<file path="src/rtl/button_conditioner.sv">
// Key front end for pwm_buzzer: per-key synchronizer, debounce FSM and press pulses.
// Optional auto-repeat while a key is held is enabled by defining BUTTON_AUTOREPEAT_EN.

module button_debounce #(
    parameter int DEBOUNCE_CYCLES = 1000000,
    parameter int REPEAT_DELAY    = 25000000,
    parameter int REPEAT_PERIOD   = 5000000,
    parameter int CNT_W           = 25
) (
    input  logic clk,
    input  logic rst_n,
    input  logic key_n,
    output logic held,
    output logic raw_press,
    output logic rep_req
);
    typedef enum logic [1:0] {IDLE, ARM, HELD, DISARM} state_t;

    localparam logic [CNT_W-1:0] DB_LAST = CNT_W'(DEBOUNCE_CYCLES - 1);
    localparam longint CNT_MAX = (DEBOUNCE_CYCLES > REPEAT_DELAY)
        ? ((DEBOUNCE_CYCLES > REPEAT_PERIOD) ? DEBOUNCE_CYCLES : REPEAT_PERIOD)
        : ((REPEAT_DELAY > REPEAT_PERIOD) ? REPEAT_DELAY : REPEAT_PERIOD);

    if ((CNT_MAX >> CNT_W) != 0) begin : g_cnt_w_too_small
        $error("button_debounce: CNT_W too narrow for the configured cycle counts");
    end

    logic             sync_p0, sync_p1;
    logic             pressed;
    state_t           state, state_next;
    logic [CNT_W-1:0] cnt, cnt_next;

    // Stage boundary: two-flop synchronizer, idles released (1)
    always_ff @(posedge clk or negedge rst_n) begin
        if (!rst_n) begin
            sync_p0 <= 1'b1;
            sync_p1 <= 1'b1;
        end else begin
            sync_p0 <= key_n;
            sync_p1 <= sync_p0;
        end
    end

    assign pressed = ~sync_p1;

    always_ff @(posedge clk or negedge rst_n) begin
        if (!rst_n) begin
            state <= IDLE;
            cnt   <= '0;
        end else begin
            state <= state_next;
            cnt   <= cnt_next;
        end
    end

    always_comb begin
        state_next = state;
        cnt_next   = cnt;
        raw_press  = 1'b0;
        case (state)
            IDLE: begin
                if (pressed) begin
                    state_next = ARM;
                    cnt_next   = '0;
                end
            end
            ARM: begin
                if (!pressed) begin
                    state_next = IDLE;
                    cnt_next   = '0;
                end else if (cnt == DB_LAST) begin
                    state_next = HELD;
                    cnt_next   = '0;
                    raw_press  = 1'b1;
                end else begin
                    cnt_next = cnt + 1'b1;
                end
            end
            HELD: begin
                if (!pressed) begin
                    state_next = DISARM;
                    cnt_next   = '0;
                end
            end
            DISARM: begin
                if (pressed) begin
                    state_next = HELD;
                    cnt_next   = '0;
                end else if (cnt == DB_LAST) begin
                    state_next = IDLE;
                    cnt_next   = '0;
                end else begin
                    cnt_next = cnt + 1'b1;
                end
            end
            default: begin
                state_next = IDLE;
                cnt_next   = '0;
            end
        endcase
    end

    // A release still being debounced counts as held
    assign held = (state == HELD) || (state == DISARM);

`ifdef BUTTON_AUTOREPEAT_EN
    localparam logic [CNT_W-1:0] RD_LAST = CNT_W'(REPEAT_DELAY - 1);
    localparam logic [CNT_W-1:0] RP_LAST = CNT_W'(REPEAT_PERIOD - 1);

    logic [CNT_W-1:0] rep_cnt, rep_cnt_next;
    logic             rep_phase, rep_phase_next;

    always_ff @(posedge clk or negedge rst_n) begin
        if (!rst_n) begin
            rep_cnt   <= '0;
            rep_phase <= 1'b0;
        end else begin
            rep_cnt   <= rep_cnt_next;
            rep_phase <= rep_phase_next;
        end
    end

    // rep_phase selects the initial delay (0) or the steady repeat period (1)
    always_comb begin
        rep_cnt_next   = '0;
        rep_phase_next = 1'b0;
        rep_req        = 1'b0;
        if (state == HELD && pressed) begin
            rep_phase_next = rep_phase;
            if (rep_cnt == (rep_phase ? RP_LAST : RD_LAST)) begin
                rep_req        = 1'b1;
                rep_phase_next = 1'b1;
            end else begin
                rep_cnt_next = rep_cnt + 1'b1;
            end
        end
    end
`else
    assign rep_req = 1'b0;
`endif
endmodule

module button_conditioner #(
    parameter int DEBOUNCE_CYCLES = 1000000,
    parameter int REPEAT_DELAY    = 25000000,
    parameter int REPEAT_PERIOD   = 5000000,
    parameter int CNT_W           = 25
) (
    input  logic clk_50,
    input  logic rst_n,
    input  logic key_add_n,
    input  logic key_sub_n,
    output logic add_pulse,
    output logic sub_pulse,
    output logic add_held,
    output logic sub_held
);
    logic add_raw, add_rep, sub_raw, sub_rep;
    logic both_held, add_req, sub_req;

    button_debounce #(
        .DEBOUNCE_CYCLES(DEBOUNCE_CYCLES), .REPEAT_DELAY(REPEAT_DELAY),
        .REPEAT_PERIOD(REPEAT_PERIOD), .CNT_W(CNT_W)
    ) u_add (
        .clk(clk_50), .rst_n(rst_n), .key_n(key_add_n),
        .held(add_held), .raw_press(add_raw), .rep_req(add_rep)
    );

    button_debounce #(
        .DEBOUNCE_CYCLES(DEBOUNCE_CYCLES), .REPEAT_DELAY(REPEAT_DELAY),
        .REPEAT_PERIOD(REPEAT_PERIOD), .CNT_W(CNT_W)
    ) u_sub (
        .clk(clk_50), .rst_n(rst_n), .key_n(key_sub_n),
        .held(sub_held), .raw_press(sub_raw), .rep_req(sub_rep)
    );

    // A fresh press outranks the other key's repeat; two fresh presses cancel each other
    assign both_held = add_held & sub_held;
    assign add_req   = add_raw | (add_rep & ~both_held & ~sub_raw);
    assign sub_req   = sub_raw | (sub_rep & ~both_held & ~add_raw);

    // Stage boundary: registered one-cycle step requests
    always_ff @(posedge clk_50 or negedge rst_n) begin
        if (!rst_n) begin
            add_pulse <= 1'b0;
            sub_pulse <= 1'b0;
        end else begin
            add_pulse <= add_req & ~sub_req;
            sub_pulse <= sub_req & ~add_req;
        end
    end
endmodule

</file>
<file path="config.mk">
export PLATFORM = sky130hd
export DESIGN_NAME = button_conditioner
export DESIGN_NICKNAME = d
export VERILOG_FILES = /design/src/rtl/button_conditioner.sv
export SDC_FILE = /design/constraint.sdc
export NUM_CORES = 1
export LEC_CHECK = 0
export CAP_MARGIN = 30
export CORE_AREA = 2 2 77 94
export DETAILED_ROUTE_END_ITERATION = 6
export DIE_AREA = 0 0 79 96
export GPL_TIMING_DRIVEN = 0
export PLACE_DENSITY = 0.7
export SLEW_MARGIN = 20
export SYNTH_ARGS = -nofsm -noshare
export SYNTH_HDL_FRONTEND = slang
export SYNTH_SLANG_ARGS = --single-unit
</file>
<file path="constraint.sdc">
create_clock -name clk_50 -period 1.85 [get_ports clk_50]
set_clock_uncertainty 0.05 [all_clocks]
set_input_delay 0.37 -clock clk_50 [delete_from_list [all_inputs] [get_ports clk_50]]
set_output_delay 0.37 -clock clk_50 [all_outputs]
set_load 0.02 [all_outputs]
</file>
==> Yosys cells after proc, flatten, opt, wreduce, memory -nomap -nowiden <==
Index checks and enable logic that the tools add are counted.
{ "op_classes": {"addsub": 2, "n_mul": 0, "div_mod_pow": 0, "order_cmp": 0, "eq_ne": 16, "shift": 0, "mux": 32, "n_bitwise": 4, "n_reduce_logical": 8} }
{ "op_table": {"columns": ["operator", "n"], "rows": [
  ["$mux 25", 10],
  ["$pmux 25 s4", 2],
  ["$add 25x1->25 const B", 2],
  ["$eq 25x20->1 const B", 2],
  ["$mux 2", 12],
  ["$pmux 2 s4", 2],
  ["$eq 2x2->1 const B", 4],
  ["$reduce_and 4->1", 2],
  ["$mux 1", 6],
  ["$ne 3x1->1 const B", 2],
  ["$ne 3x3->1 const B", 2],
  ["$eq 2x1->1 const B", 2],
  ["$logic_not 2->1", 2],
  ["$ne 2x1->1 const B", 2],
  ["$ne 2x2->1 const B", 2],
  ["$reduce_and 2->1", 2],
  ["$and 1x1->1", 2],
  ["$logic_or 1x1->1", 2],
  ["$not 1->1", 2]
]} }
{ "word_totals": {"reg_bits": 60, "latchBits": 0, "ramBits": 0, "romBits": 0, "input_bits": 4, "out_inout_bits": 4, "elab_cells": 72, "n_memories": 0} }

==> Logic depth before layout (Yosys ltp) <==
{ "logic_depth": {"word_depth": 6, "depth_mapped": 8, "ltp_nobuf": 6} }

==> Cells and area by module <==
A second synthesis with hierarchy kept.
{ "unflattened": {"cells_unflattened": 368, "hier_area_um2": 3319.4} }
{ "by_module_without_submodules": {"columns": ["module", "n_inst", "cells_per_inst", "area_each_um2", "seq_area_each_um2"], "rows": [
  ["button_debounce at u_add", 1, 188, 1655.3, 728.2],
  ["button_debounce at u_sub", 1, 171, 1582.8, 728.2],
  ["button_conditioner", 1, 9, 81.3, 50.0]
]} }

==> Least setup slack after synthesis <==
OpenSTA, ideal clock, no wires.
{ "synth_path": {"kind": "reg-to-reg", "from": "register u_add.cnt[7]", "to": "register u_add.cnt[3]", "setup_ns": 0.121, "arrival_ns": 1.817, "required_ns": 1.679, "path_slack_ns": -0.138, "stages_incl_launch_ff": 7, "n_path_buf": 2, "period_less_slack_ns": 1.988, "cell_sequence": "dfrtp_1 -> or4b_4 -> nor4_4 -> a21oi_2 -> buf_6 -> buf_6 -> a22o_1"} }
{ "synth_via": {"elab_chain_cells": 4, "elab_cells_between_ends": 5, "cone_classes": "eq/ne (1); mux (4)"} }
{ "synth_lines": {"columns": ["element", "line_no", "text"], "rows": [
  ["start, declared", "31", "logic [CNT_W-1:0] cnt, cnt_next;"],
  ["start signal, assigned", "52", "cnt <= cnt_next;"],
  ["$eq 25x20->1 (*)", "71, 89", null],
  ["$mux 25 (*)", "71, 89", null],
  ["$mux 25 (on tied branches)", "86, 68", null],
  ["$pmux 25 s4 (*)", "60", "case (state)"]
]} }
Mark *: on every way between the ends. The rest lies on a longest branch, timed or not.
A chain may end at the register's enable or synchronous reset.

==> Worst setup path after layout <==
{ "layout_path": {"from": "register u_add.cnt[7]", "to": "register u_add.cnt[19]"} }
{ "layout_via": {"elab_chain_cells": 4, "elab_cells_between_ends": 6, "cone_classes": "add/sub (1); eq/ne (1); mux (4)"} }
{ "layout_lines": {"columns": ["element", "line_no"], "rows": [
  ["$add 25x1->25 or $eq 25x20->1 (tied branches)", null],
  ["$mux 25 (*)", "71, 89"],
  ["$mux 25 (on tied branches)", "86, 68"],
  ["$pmux 25 s4 (*)", "60"]
]} }
Marked as above.

==> impl_results.md <==
* Outcome: finished with violations
* Failing checks: setup timing
* Dominant cells by area after synthesis: dfrtp_1, a31oi_1, nand2_1
* Hold path depth at 0
* Syn Inst Count at 364
* Max_cap viols at 0
* TritonCTS Sinks at 60
* DRT Pass-1 Iters at 5
* Routability congestion estimate from global placement at 0.836
* CP startpoint: u_add.cnt[7]$_DFFE_PN0P_
* Die H at 96 um
* Clk root buf: clkbuf_8
* Initial DRC Count at 307
* Die ar. at 7580 sq um
* Vias per inst at 6.43
* Async set-or-reset flop fraction in the synthesized netlist at 100%
* PwrDens at 884 nW/um^2
* Starting density of the core at 49.0%
* Vias in the first global route at 3,191
* FP Rows at 33
* Buffers added on ports at 7
* Remaining Overflow, GRT at 0
* CTS HTree Levels at 3
* CP Launch Type: flop
* First-pass GRT wire length at 14,600 um
* Total track usage at 24.8%
* Max VDD drop at 0.930 mV
* Initial antenna violation count at 0
* Largest net degree at the start of global routing at 33
* Average size of a mapped cell at 9.01 sq um
* Total power at 0.00407 W
* Via count at 3,349
* Detailed placer's ending HPWL at 5340 um
* Endpoints failing hold at 0
* Final period util at 115%
* Share of layout cells above drive strength 1 at 37.3%
* Drt drc at 0
* Commonest cells post-synth: dfrtp_1, nand2_1, a31oi_1, a21oi_1, nand3_1
* Synth area leader: dfrtp_1
* Final TNS setup at -5.90 ns
* Worst Hold Path EP: u_sub.sync_p1$_DFF_PN1_
* Worst slew pin tran at 0.761 ns
* # IOs at 8
* Reg2reg end: u_add.cnt[19]$_DFFE_PN0P_
* Seq/Total Area, Yosys at 45.9%
* Worst skew pair latency at 0.34 ns
* CP Data Required Time at 1.99 ns
* Max Root-Sink Buffers at 2
* Crit Path Class: reg -> reg
* FF-to-FF Start: u_add.cnt[7]$_DFFE_PN0P_
* Most common cell in the netlist: dfrtp_1
* DRT antenna net count at 0
* Fmax achieved at 0.469 GHz
* Worst reg2reg setup slack at -0.28 ns
* Syn nets at 371
* Final worst setup slack at -0.284 ns
* Leak at 2.00 nW
* Crit path max fanout at 6
* Mapped cell area at 3280 sq um
* CP Data Arrival Time at 2.28 ns
* Nets at 436
* Yosys warning total at 0
* Final Max Slew Viols at 0
* Hold crit path type: reg -> reg
* Relative slew slack at 49.1%
* Crit end category: flop
* EDFF count, synth at 0
* Tmin final at 2.13 ns
* Synth top area share at 42.7%
* RSZ-0062 raised after global routing: yes
* Synth unique cells at 47
* DR WL/cell at 19.4 um
* Layout area overhead at 40.3%
* TritonCTS clock tree: done
* Worst-path clk slew at 0.07 ns
* Die W at 79 um
* Core ar. at 6690 sq um
* Routed wire length at 10,100 um
* R2R depth at 7
* Register bit total from synthesis at 60
* Post-synth top flop: dfrtp_1
* Final setup fails at 37
* Hold wc startpoint: u_sub.sync_p0$_DFF_PN1_
* Total CTS buffers at 9
* Inserted Diodes at 0
==> layout by cell type, fill, tap and decap left out, types with 11 or more instances in the layout <==
cell,netlist,final
a21oi_2,4,11
nand4_1,13,13
dfrtp_1,56,42
dfrtp_2,0,14
nand3_1,24,18
nand2_1,47,45
a21oi_1,28,18
buf_4,0,42
a31oi_1,36,32
a21o_1,11,11
o21ai_0,17,13
nor2_1,20,17
==> worst max-delay path by stage <==
stage | end | slack, ns
2_1_floorplan | u_add.cnt[3]$_DFFE_PN0P_ | -0.009
4_1_cts | u_add.cnt[19]$_DFFE_PN0P_ | -0.13
3_5_place_dp | u_sub.cnt[11]$_DFFE_PN0P_ | -0.39
6_report | u_add.cnt[19]$_DFFE_PN0P_ | -0.28
3_3_place_gp | u_sub.cnt[20]$_DFFE_PN0P_ | -1.54
5_1_grt | u_add.cnt[19]$_DFFE_PN0P_ | -0.33
==> worst max-delay path, stage by stage (launching register included) <==
cell and delay, ns:
dfrtp_2 0.41, or4b_4 0.54, nor4_4 0.30, a21oi_2 0.14
buf_6 0.17, buf_8 0.15, a31oi_4 0.15, a31oi_1 0.06
==> timing repair <==
action,4_1_cts,5_1_grt
pin swaps,14,32
gates cloned,2,1
endpoints found under the hold margin,27,0
buffers inserted,26,20
hold buffers,1,0
resized for setup,54,62
endpoints found under the setup margin,54,55
==> metrics by stage <==
step | util (%) | worst slack (ns) | hold WS [ns] | instance area, sq um | std cells
after floorplan | - | -0.00949 | 0.0244 | 3300 | 364
after global placement | 51.9 | -1.54 | 0.297 | 3470 | 458
after detailed placement | 52.2 | -0.391 | 0.288 | 3490 | 459
after CTS | 62.0 | -0.131 | 0.309 | 4150 | 502
after global routing | 68.8 | -0.332 | 0.310 | 4600 | 521
final | 68.8 | -0.284 | 0.307 | 4600 | 521
==> cell type report <==
| class | count | area, sq um |
|---|---|---|
| well taps | 87 | 109 |
| clock buffers | 9 | 124 |
| repair buffers | 57 | 515 |
| inverters | 3 | 11.3 |
| clock inverters | 7 | 91.3 |
| plain buffers | 18 | 154 |
| fillers | 481 | 2090 |
| flip-flops and latches | 60 | 1520 |
| multi-input cells | 280 | 2070 |
==> state kept, by name (all words and copies together) (netlist names), named ones only <==
name / count
u_sub.state: 1
sub_pulse: 1
u_add.sync_p0: 1
u_sub.cnt: 25
u_add.sync_p1: 1
u_sub.sync_p0: 1
add_pulse: 1
u_sub.sync_p1: 1
u_add.cnt: 25
u_add.state: 1
==> layer usage <==
| layer | vias to the layer above | GRT usage [%] | routed length, um |
|---|---|---|---|
| met2 | 157 | 42.4 | 5370 |
| met3 | 33 | 4.22 | 553 |
| met1 | 1645 | 28.7 | 3930 |
| li1 | 1514 | - | - |
| met4 | 0 | 15.9 | 271 |
| met5 | - | 0 | 0 |
==> report_power, final <==
group,internal (W),switching (W),leakage [nW],total [W]
clock,0.000753,0.000558,0.109,0.00131
sequential,0.00139,0.000120,0.794,0.00151
combinational,0.000558,0.000684,1.10,0.00124
total,0.00271,0.00136,2.00,0.00407
==> kinds of logic after synthesis <==
logic type	count (synthesis)	share of synthesized area (%)
buffers and inverters	24	3.82
muxes	2	0.649
DFF	60	45.9
xor gates and xnor gates	2	0.534
AOI/OAI and AO/OA	112	21.6
and+or+nand+nor	161	26.3
adders and majority gates	3	1.14
(Power assumes the default switching activity.)
